[config.mk]
export PLATFORM = sky130hd
export DESIGN_NAME = ifid_stage_reg
export DESIGN_NICKNAME = d
export VERILOG_FILES = /design/src/rtl/mips_pkg.sv /design/src/rtl/ifid_stage_reg_imm_sign_decode.sv /design/src/rtl/ifid_stage_reg.sv
export SDC_FILE = /design/constraint.sdc
export NUM_CORES = 1
export LEC_CHECK = 0
export ABC_AREA = 1
export CAP_MARGIN = 20
export CORE_MARGIN = 10
export CORE_UTILIZATION = 51
export CTS_CLUSTER_DIAMETER = 120
export DETAILED_ROUTE_END_ITERATION = 10
export PLACE_DENSITY = 0.77
export SETUP_SLACK_MARGIN = 0.1
export SYNTH_ARGS = -nofsm -noshare
export SYNTH_HDL_FRONTEND = slang
export SYNTH_SLANG_ARGS = --single-unit
[constraint.sdc]
create_clock -name clk -period 1.6 [get_ports clk]
set_input_delay 0.32 -clock clk [delete_from_list [all_inputs] [get_ports clk]]
set_output_delay 0.32 -clock clk [all_outputs]
set_load 0.03 [all_outputs]
[src/rtl/mips_pkg.sv]
// Shared MIPS definitions: opcodes, IF/ID pipeline state and the entry format
// carried from fetch to decode.
package mips_pkg;

  localparam int IFID_ADDR_W  = 32;
  localparam int IFID_INSTR_W = 32;

  localparam logic [5:0] OP_RTYPE = 6'h00;
  localparam logic [5:0] OP_J     = 6'h02;
  localparam logic [5:0] OP_JAL   = 6'h03;
  localparam logic [5:0] OP_BEQ   = 6'h04;
  localparam logic [5:0] OP_BNE   = 6'h05;
  localparam logic [5:0] OP_ADDI  = 6'h08;
  localparam logic [5:0] OP_ADDIU = 6'h09;
  localparam logic [5:0] OP_SLTI  = 6'h0A;
  localparam logic [5:0] OP_SLTIU = 6'h0B;
  localparam logic [5:0] OP_ANDI  = 6'h0C;
  localparam logic [5:0] OP_ORI   = 6'h0D;
  localparam logic [5:0] OP_XORI  = 6'h0E;
  localparam logic [5:0] OP_LUI   = 6'h0F;
  localparam logic [5:0] OP_LW    = 6'h23;
  localparam logic [5:0] OP_SW    = 6'h2B;

  typedef enum logic [1:0] {
    EMPTY = 2'd0,
    ONE   = 2'd1,
    TWO   = 2'd2
  } ifid_state_t;

  typedef struct packed {
    logic [IFID_ADDR_W-1:0]  pc;
    logic [IFID_ADDR_W-1:0]  pc4;
    logic [IFID_INSTR_W-1:0] instr;
    logic                    imm_sign;
  } ifid_entry_t;

  function automatic logic [5:0] opcode_of(input logic [IFID_INSTR_W-1:0] instr);
    return instr[IFID_INSTR_W-1 -: 6];
  endfunction

endpackage

[src/rtl/ifid_stage_reg_imm_sign_decode.sv]
// Opcode -> immediate extension mode. Logical immediates and LUI zero-extend;
// everything else sign-extends (R-type value is don't-care downstream).
module imm_sign_decode
  import mips_pkg::*;
(
  input  logic [5:0] opcode,
  output logic       imm_sign
);

  always_comb begin
    imm_sign = 1'b1;
    case (opcode)
      OP_ANDI, OP_ORI, OP_XORI, OP_LUI: imm_sign = 1'b0;
      default:                          imm_sign = 1'b1;
    endcase
  end

endmodule

[src/rtl/ifid_stage_reg.sv]
// IF/ID stage register: two-entry skid buffer (main + skid) with flush and a
// decode-stall cycle counter. All outputs come straight from registers.
module ifid_stage_reg
  import mips_pkg::*;
#(
  parameter int ADDR_W  = IFID_ADDR_W,
  parameter int INSTR_W = IFID_INSTR_W,
  parameter int CNT_W   = 32
) (
  input  logic               clk,
  input  logic               rst_n,
  input  logic               f_valid,
  output logic               f_ready,
  input  logic [ADDR_W-1:0]  f_pc,
  input  logic [INSTR_W-1:0] f_instr,
  input  logic               flush,
  output logic               d_valid,
  input  logic               d_ready,
  output logic [ADDR_W-1:0]  d_pc,
  output logic [ADDR_W-1:0]  d_pc4,
  output logic [INSTR_W-1:0] d_instr,
  output logic [15:0]        d_imm16,
  output logic               d_imm_sign,
  output logic [CNT_W-1:0]   stall_cnt
);

  ifid_state_t state, state_nxt;
  ifid_entry_t main_q, main_nxt;
  ifid_entry_t skid_q, skid_nxt;
  ifid_entry_t load_entry;
  logic        load_imm_sign;
  logic        push, pop;
  logic [CNT_W-1:0] stall_cnt_q;

  imm_sign_decode u_imm_sign_decode (
    .opcode   (opcode_of(f_instr)),
    .imm_sign (load_imm_sign)
  );

  // PC+4 and extension mode are resolved at load time so decode sees registers only.
  always_comb begin
    load_entry          = '0;
    load_entry.pc       = f_pc;
    load_entry.pc4      = f_pc + ADDR_W'(4);
    load_entry.instr    = f_instr;
    load_entry.imm_sign = load_imm_sign;
  end

  assign f_ready = (state != TWO);
  assign d_valid = (state != EMPTY);
  assign push    = f_valid & f_ready;
  assign pop     = d_valid & d_ready;

  always_comb begin
    state_nxt = state;
    main_nxt  = main_q;
    skid_nxt  = skid_q;
    if (flush) begin
      state_nxt = EMPTY;
    end else begin
      case (state)
        EMPTY: begin
          if (push) begin
            state_nxt = ONE;
            main_nxt  = load_entry;
          end
        end
        ONE: begin
          if (push && pop) begin
            main_nxt = load_entry;
          end else if (push) begin
            state_nxt = TWO;
            skid_nxt  = load_entry;
          end else if (pop) begin
            state_nxt = EMPTY;
          end
        end
        TWO: begin
          if (pop) begin
            state_nxt = ONE;
            main_nxt  = skid_q;
          end
        end
        default: state_nxt = EMPTY;
      endcase
    end
  end

  // Stage boundary: fetch side -> decode side registers.
  always_ff @(posedge clk) begin
    if (!rst_n) begin
      state       <= EMPTY;
      main_q      <= '0;
      skid_q      <= '0;
      stall_cnt_q <= '0;
    end else begin
      state  <= state_nxt;
      main_q <= main_nxt;
      skid_q <= skid_nxt;
      if (d_valid && !d_ready && !flush)
        stall_cnt_q <= stall_cnt_q + CNT_W'(1);
    end
  end

  assign d_pc       = main_q.pc;
  assign d_pc4      = main_q.pc4;
  assign d_instr    = main_q.instr;
  assign d_imm16    = main_q.instr[15:0];
  assign d_imm_sign = main_q.imm_sign;
  assign stall_cnt  = stall_cnt_q;

endmodule

# Yosys cells after proc, flatten, opt, wreduce, memory -nomap -nowiden
# Index checks and enable logic that the tools add are counted.
# totals
regBits	228
inputBits	69
output_inout_bits	147
# classes
n_addsub	2
eq_ne	12
muxes	11
bitwise	5
n_reduce_logical	13
# op_table
operator	count
$mux 97	3
$pmux 97 s3	1
$add 32x1->32 const B	1
$add 32x3->32 const B	1
$eq 6x4->1 const B	4
$mux 2	5
$ne 2x2->1 const B	5
$reduce_and 4->1	2
$pmux 2 s3	1
$reduce_and 5->1	1
$reduce_or 4->1	1
$logic_and 1x1->1	3
$ne 3x3->1 const B	1
$not 1->1	3
$reduce_bool 3->1	1
$and 1x1->1	2
$eq 2x1->1 const B	1
$eq 2x2->1 const B	1
$logic_not 1->1	2
$logic_not 2->1	1
$reduce_bool 2->1	1
$reduce_or 2->1	1
$mux 1	1

# Longest topological paths before layout
# depth
depth_word	6
depth_mapped	10

# Modules after synthesis
# Synthesis repeated with hierarchy kept, for this count alone.
# unflattened
cells_unflattened	1467
area_unflattened_um2	10148.5
# by_module_without_submodules
mod	instances	cells_per_inst	area_each_um2	seq_area_each_um2
ifid_stage_reg	1	1463	10133.5	4484.3
imm_sign_decode	1	4	15.0	0.0

# Least setup slack after synthesis
# Ideal clock, no wire load.
# synth_path
path_kind	reg2reg
start	register stall_cnt_q[1] (netlist: stall_cnt[1])
end	register stall_cnt_q[20] (netlist: stall_cnt[20])
setup_ns	0.114
arrival_ns	1.560
required_ns	1.486
setup_slack_ns	-0.074
path_stages_with_launch	9
period_less_slack_ns	1.674
path_cell_list	dfxtp_1 -> ha_1 -> nand3_1 -> nor2_1 -> nand2_4 -> nor2_8 -> nand3_1 -> o21bai_1 -> nor2_1
# synth_via
elab_chain_len	1
# synth_lines
item	line	text
from (decl)	ifid_stage_reg.sv:33	logic [CNT_W-1:0] stall_cnt_q;
from (signal assigned)	ifid_stage_reg.sv:101	stall_cnt_q <= stall_cnt_q + CNT_W'(1);
$add 32x1->32	ifid_stage_reg.sv:101	
# Every way passes these cells.
# A chain may end at the register's enable or synchronous reset.

# Worst setup path in the final report
# layout_path
start	register state[1]
end	register main_q, in the netlist d_pc4[26]
# layout_via
elab_chain_len	5
# layout_lines
item	line	text
from (decl)	ifid_stage_reg.sv:27	ifid_state_t state, state_nxt;
from (signal assigned)	ifid_stage_reg.sv:97	state <= state_nxt;
$ne 2x2->1 or $reduce_bool 2->1 (tied branches)	ifid_stage_reg.sv:49, ifid_stage_reg.sv:50	
$and 1x1->1 (on tied branches)	ifid_stage_reg.sv:51, ifid_stage_reg.sv:52	
$logic_and 1x1->1	ifid_stage_reg.sv:69	if (push && pop) begin
$ne 2x2->1 (no source line)	--	
$reduce_and 5->1 (no source line)	--	
to (signal assigned)	ifid_stage_reg.sv:98	main_q <= main_nxt;
to (decl)	ifid_stage_reg.sv:28	ifid_entry_t main_q, main_nxt;
# Parallel ways exist; a longest one is shown, timed or not.

==> impl_metrics.json <==
{
  "outcome": "finished with violations",
  "violations": "setup timing",
  "place.gp.congestion": 0.9354,
  "syn_area_per_cell_um2": 6.950,
  "vias": 11407,
  "synth_seq_cells": 224,
  "drt_iter0_drc": 954,
  "antenna_found_initial": 1,
  "die-area_um2": 25990,
  "skew_ns": 0.01275,
  "hp-class": "input port to register",
  "track_usage_pct": 25.34,
  "ys_seq_area_share_pct": 44.10,
  "initial_utilization_pct": 52.08,
  "place.port_buffers": 215,
  "async_flop_share_pct": 0,
  "grt_pass1_vias": 10872,
  "insertion_delay_ns": 0.52,
  "setup.worst_path.end_class": "register",
  "worstPathCellList": "buf_6, nor2_4, nor2_4, nor2_4, buf_12, buf_12, buf_8, o21ai_0, a21oi_1",
  "numCtsBuffers": 24,
  "num_io_pins": 216,
  "grt_max_degree": 50,
  "yosys.area.top_type": "dfxtp_1",
  "rsz0062_at_grt": "yes",
  "drv_slew": 0,
  "worst_slew_pin_slew_ns": 0.3237,
  "synth_edf_count": 0,
  "clk_pin_slew_ns": 0.06,
  "fin_tns_setup_ns": -0.01016,
  "syn_to_final_growth_pct": 49.05,
  "slowest_stage": "dfxtp_2",
  "synthDistinctLibCells": 36,
  "dieWidth_um": 161.2,
  "crit_arrival_ns": 2.01,
  "reg2regPathDepth": 9,
  "holdPathStages": 3,
  "finalHoldViolCount": 0,
  "drt-total-wl_mm": 37.69,
  "synth_commonest_cells": "nand2_1 (327), nor2_1 (232), dfxtp_1 (224), o21ai_0 (196), inv_1 (101)",
  "drive_above_1_share_pct": 30.89,
  "yosys-top-cells-area": "dfxtp_1 (44%), nand2_1 (12%), o21ai_0 (9.6%)",
  "grt-ovfl-total": 0,
  "grt_pass1_wl_mm": 55.66,
  "timing.hold.ws_ns": 0.1654,
  "critPathMaxStageDelay_ns": 0.36,
  "p_per_area_nw_per_um2": 907.4,
  "drc": 0,
  "fmax_ghz": 0.6211,
  "fin_crit_sh_pct": 100.6,
  "nNetsFinal": 1841,
  "yosys_most_used_dff": "dfxtp_1",
  "syn_area_um2": 10170,
  "critical_path_class": "register to register",
  "drv_cap": 0,
  "setup_ws_ns": -0.01016,
  "yosysMostFrequentCell": "nand2_1",
  "place_ws_ns": -0.5443,
  "startpoint_type": "register",
  "yosys_warnings": 0,
  "leakage_uw": 0.006966,
  "setup_viol": 1,
  "final_cells": 2053,
  "finalPower_uw": 13750,
  "ir_drop_v": 0.0007043,
  "clkSinkCount": 224,
  "min_period_ns": 1.610,
  "drt_first_pass_iters": 5,
  "h-tree-depth": 1,
  "path_max_fanout": 9,
  "post_drt_wl_per_cell_um": 18.36,
  "clockRootBuffer": "clkbuf_16",
  "die_h_um": 161.2,
  "synth_top_cell_area_share_pct": 44.10,
  "dp_cells": 1970,
  "vias_per_cell": 5.556,
  "cts_tree": "yes",
  "fp-row-count": 51,
  "crit_path_frequent_cell": "nor2_4",
  "max-slew-margin-rel_pct": 78.19,
  "detail-route-antenna-nets": 0,
  "synth_nets": 1534,
  "core_um2": 19530,
  "clk_path_buf_depth": 3,
  "cp.required_ns": 2.00,
  "synth_cells": 1463,
  "dp_hpwl_mm": 23.09
}
state kept, by name, indices dropped and copies added, names as in the netlist:
register    cells
state           2
d_pc           32
d_imm_sign      1
skid_q         95
stall_cnt      32
d_pc4          30
d_instr        32
routing by layer:
layer,GRT usage (%),vias up,routed length [µm]
li1,-,5391,-
met1,30.25,5391,14430
met2,43.44,529,18820
met3,5.516,96,3026
met4,9.967,0,1411
met5,0,-,0
area by class of cell:
cell class	count	area, µm²
fill	1369	4370
antenna	1	2.502
sequential	224	4521
clock buffer	36	726.9
timing repair buffer	384	3536
tap	265	331.6
inverter	108	432.9
multi-input combinational	1028	5545
clock inverter	7	60.06
what timing repair did:
item | 4_1_cts | 5_1_grt
cloned | 4 | 12
endpoints found under the setup margin | 284 | 247
buffers inserted | 9 | 14
hold buffers | 0 | 0
resized for setup | 740 | 339
pin swaps | 58 | 58
metrics by stage:
stage / utilization, % / area, µm²
floorplan: - / 10180
global placement: 68.51 / 13380
detailed placement: 68.51 / 13380
CTS: 72.99 / 14250
global route: 77.62 / 15160
finish: 77.62 / 15160
path summary, 6_finish.rpt:
check	startpoint	slack (ns)	to
max	state[1]	-0.01	d_pc4[26]
min	f_pc[24]	0.17	d_pc[24]
max reg2reg	state[1]	-0.01	d_pc4[26]
min reg2reg	skid_q[38]	0.45	skid_q[38]
placed cells by master (no fill, tap or decap), drive strengths merged:
cell type	instances
clkdlybuf4s15	7
ha	2
clkbuf	52
a21o	4
clkdlybuf4s18	2
o21a	1
dfxtp	224
clkinv	8
nand3	35
a21oi	90
o21ai	200
o21bai	3
clkdlybuf4s50	49
xor2	14
o211ai	5
bufinv	1
nand4	12
nand3b	1
xnor2	3
dlygate4sd2	1
a31oi	68
a211oi	2
and2	2
nand2	333
dlymetal6s2s	17
nor3	8
diode	1
buf	292
nor2	245
inv	106
power breakdown:
| part | total (µW) | leakage [µW] | internal (µW) | switching [µW] |
|---|---|---|---|---|
| combinational | 2190 | 0.00473 | 885 | 1310 |
| sequential | 5970 | 0.00184 | 5800 | 166 |
| clock | 5590 | 0.000395 | 3280 | 2310 |
| total | 13800 | 0.00697 | 9970 | 3780 |
critical path, delay by kind of cell (launching register included):
family | cells | cell delay [ns]
compound gates | 2 | 0.33
buf+inv | 4 | 0.54
flops | 1 | 0.36
simple gates | 3 | 0.25
kinds of logic (layout without fill, tap and decap cells):
logic type / after synthesis / count (layout) / synth area share [%]
simple gates: 636 / 636 / 25.42
compound gates: 373 / 373 / 19.56
flops: 224 / 224 / 44.10
buf+inv: 211 / 535 / 9.204
xor+xnor: 17 / 17 / 1.464
fa+ha+maj: 2 / 2 / 0.2461
other cells: 0 / 1 / 0
Note: power is estimated with default switching activity, not from simulation.
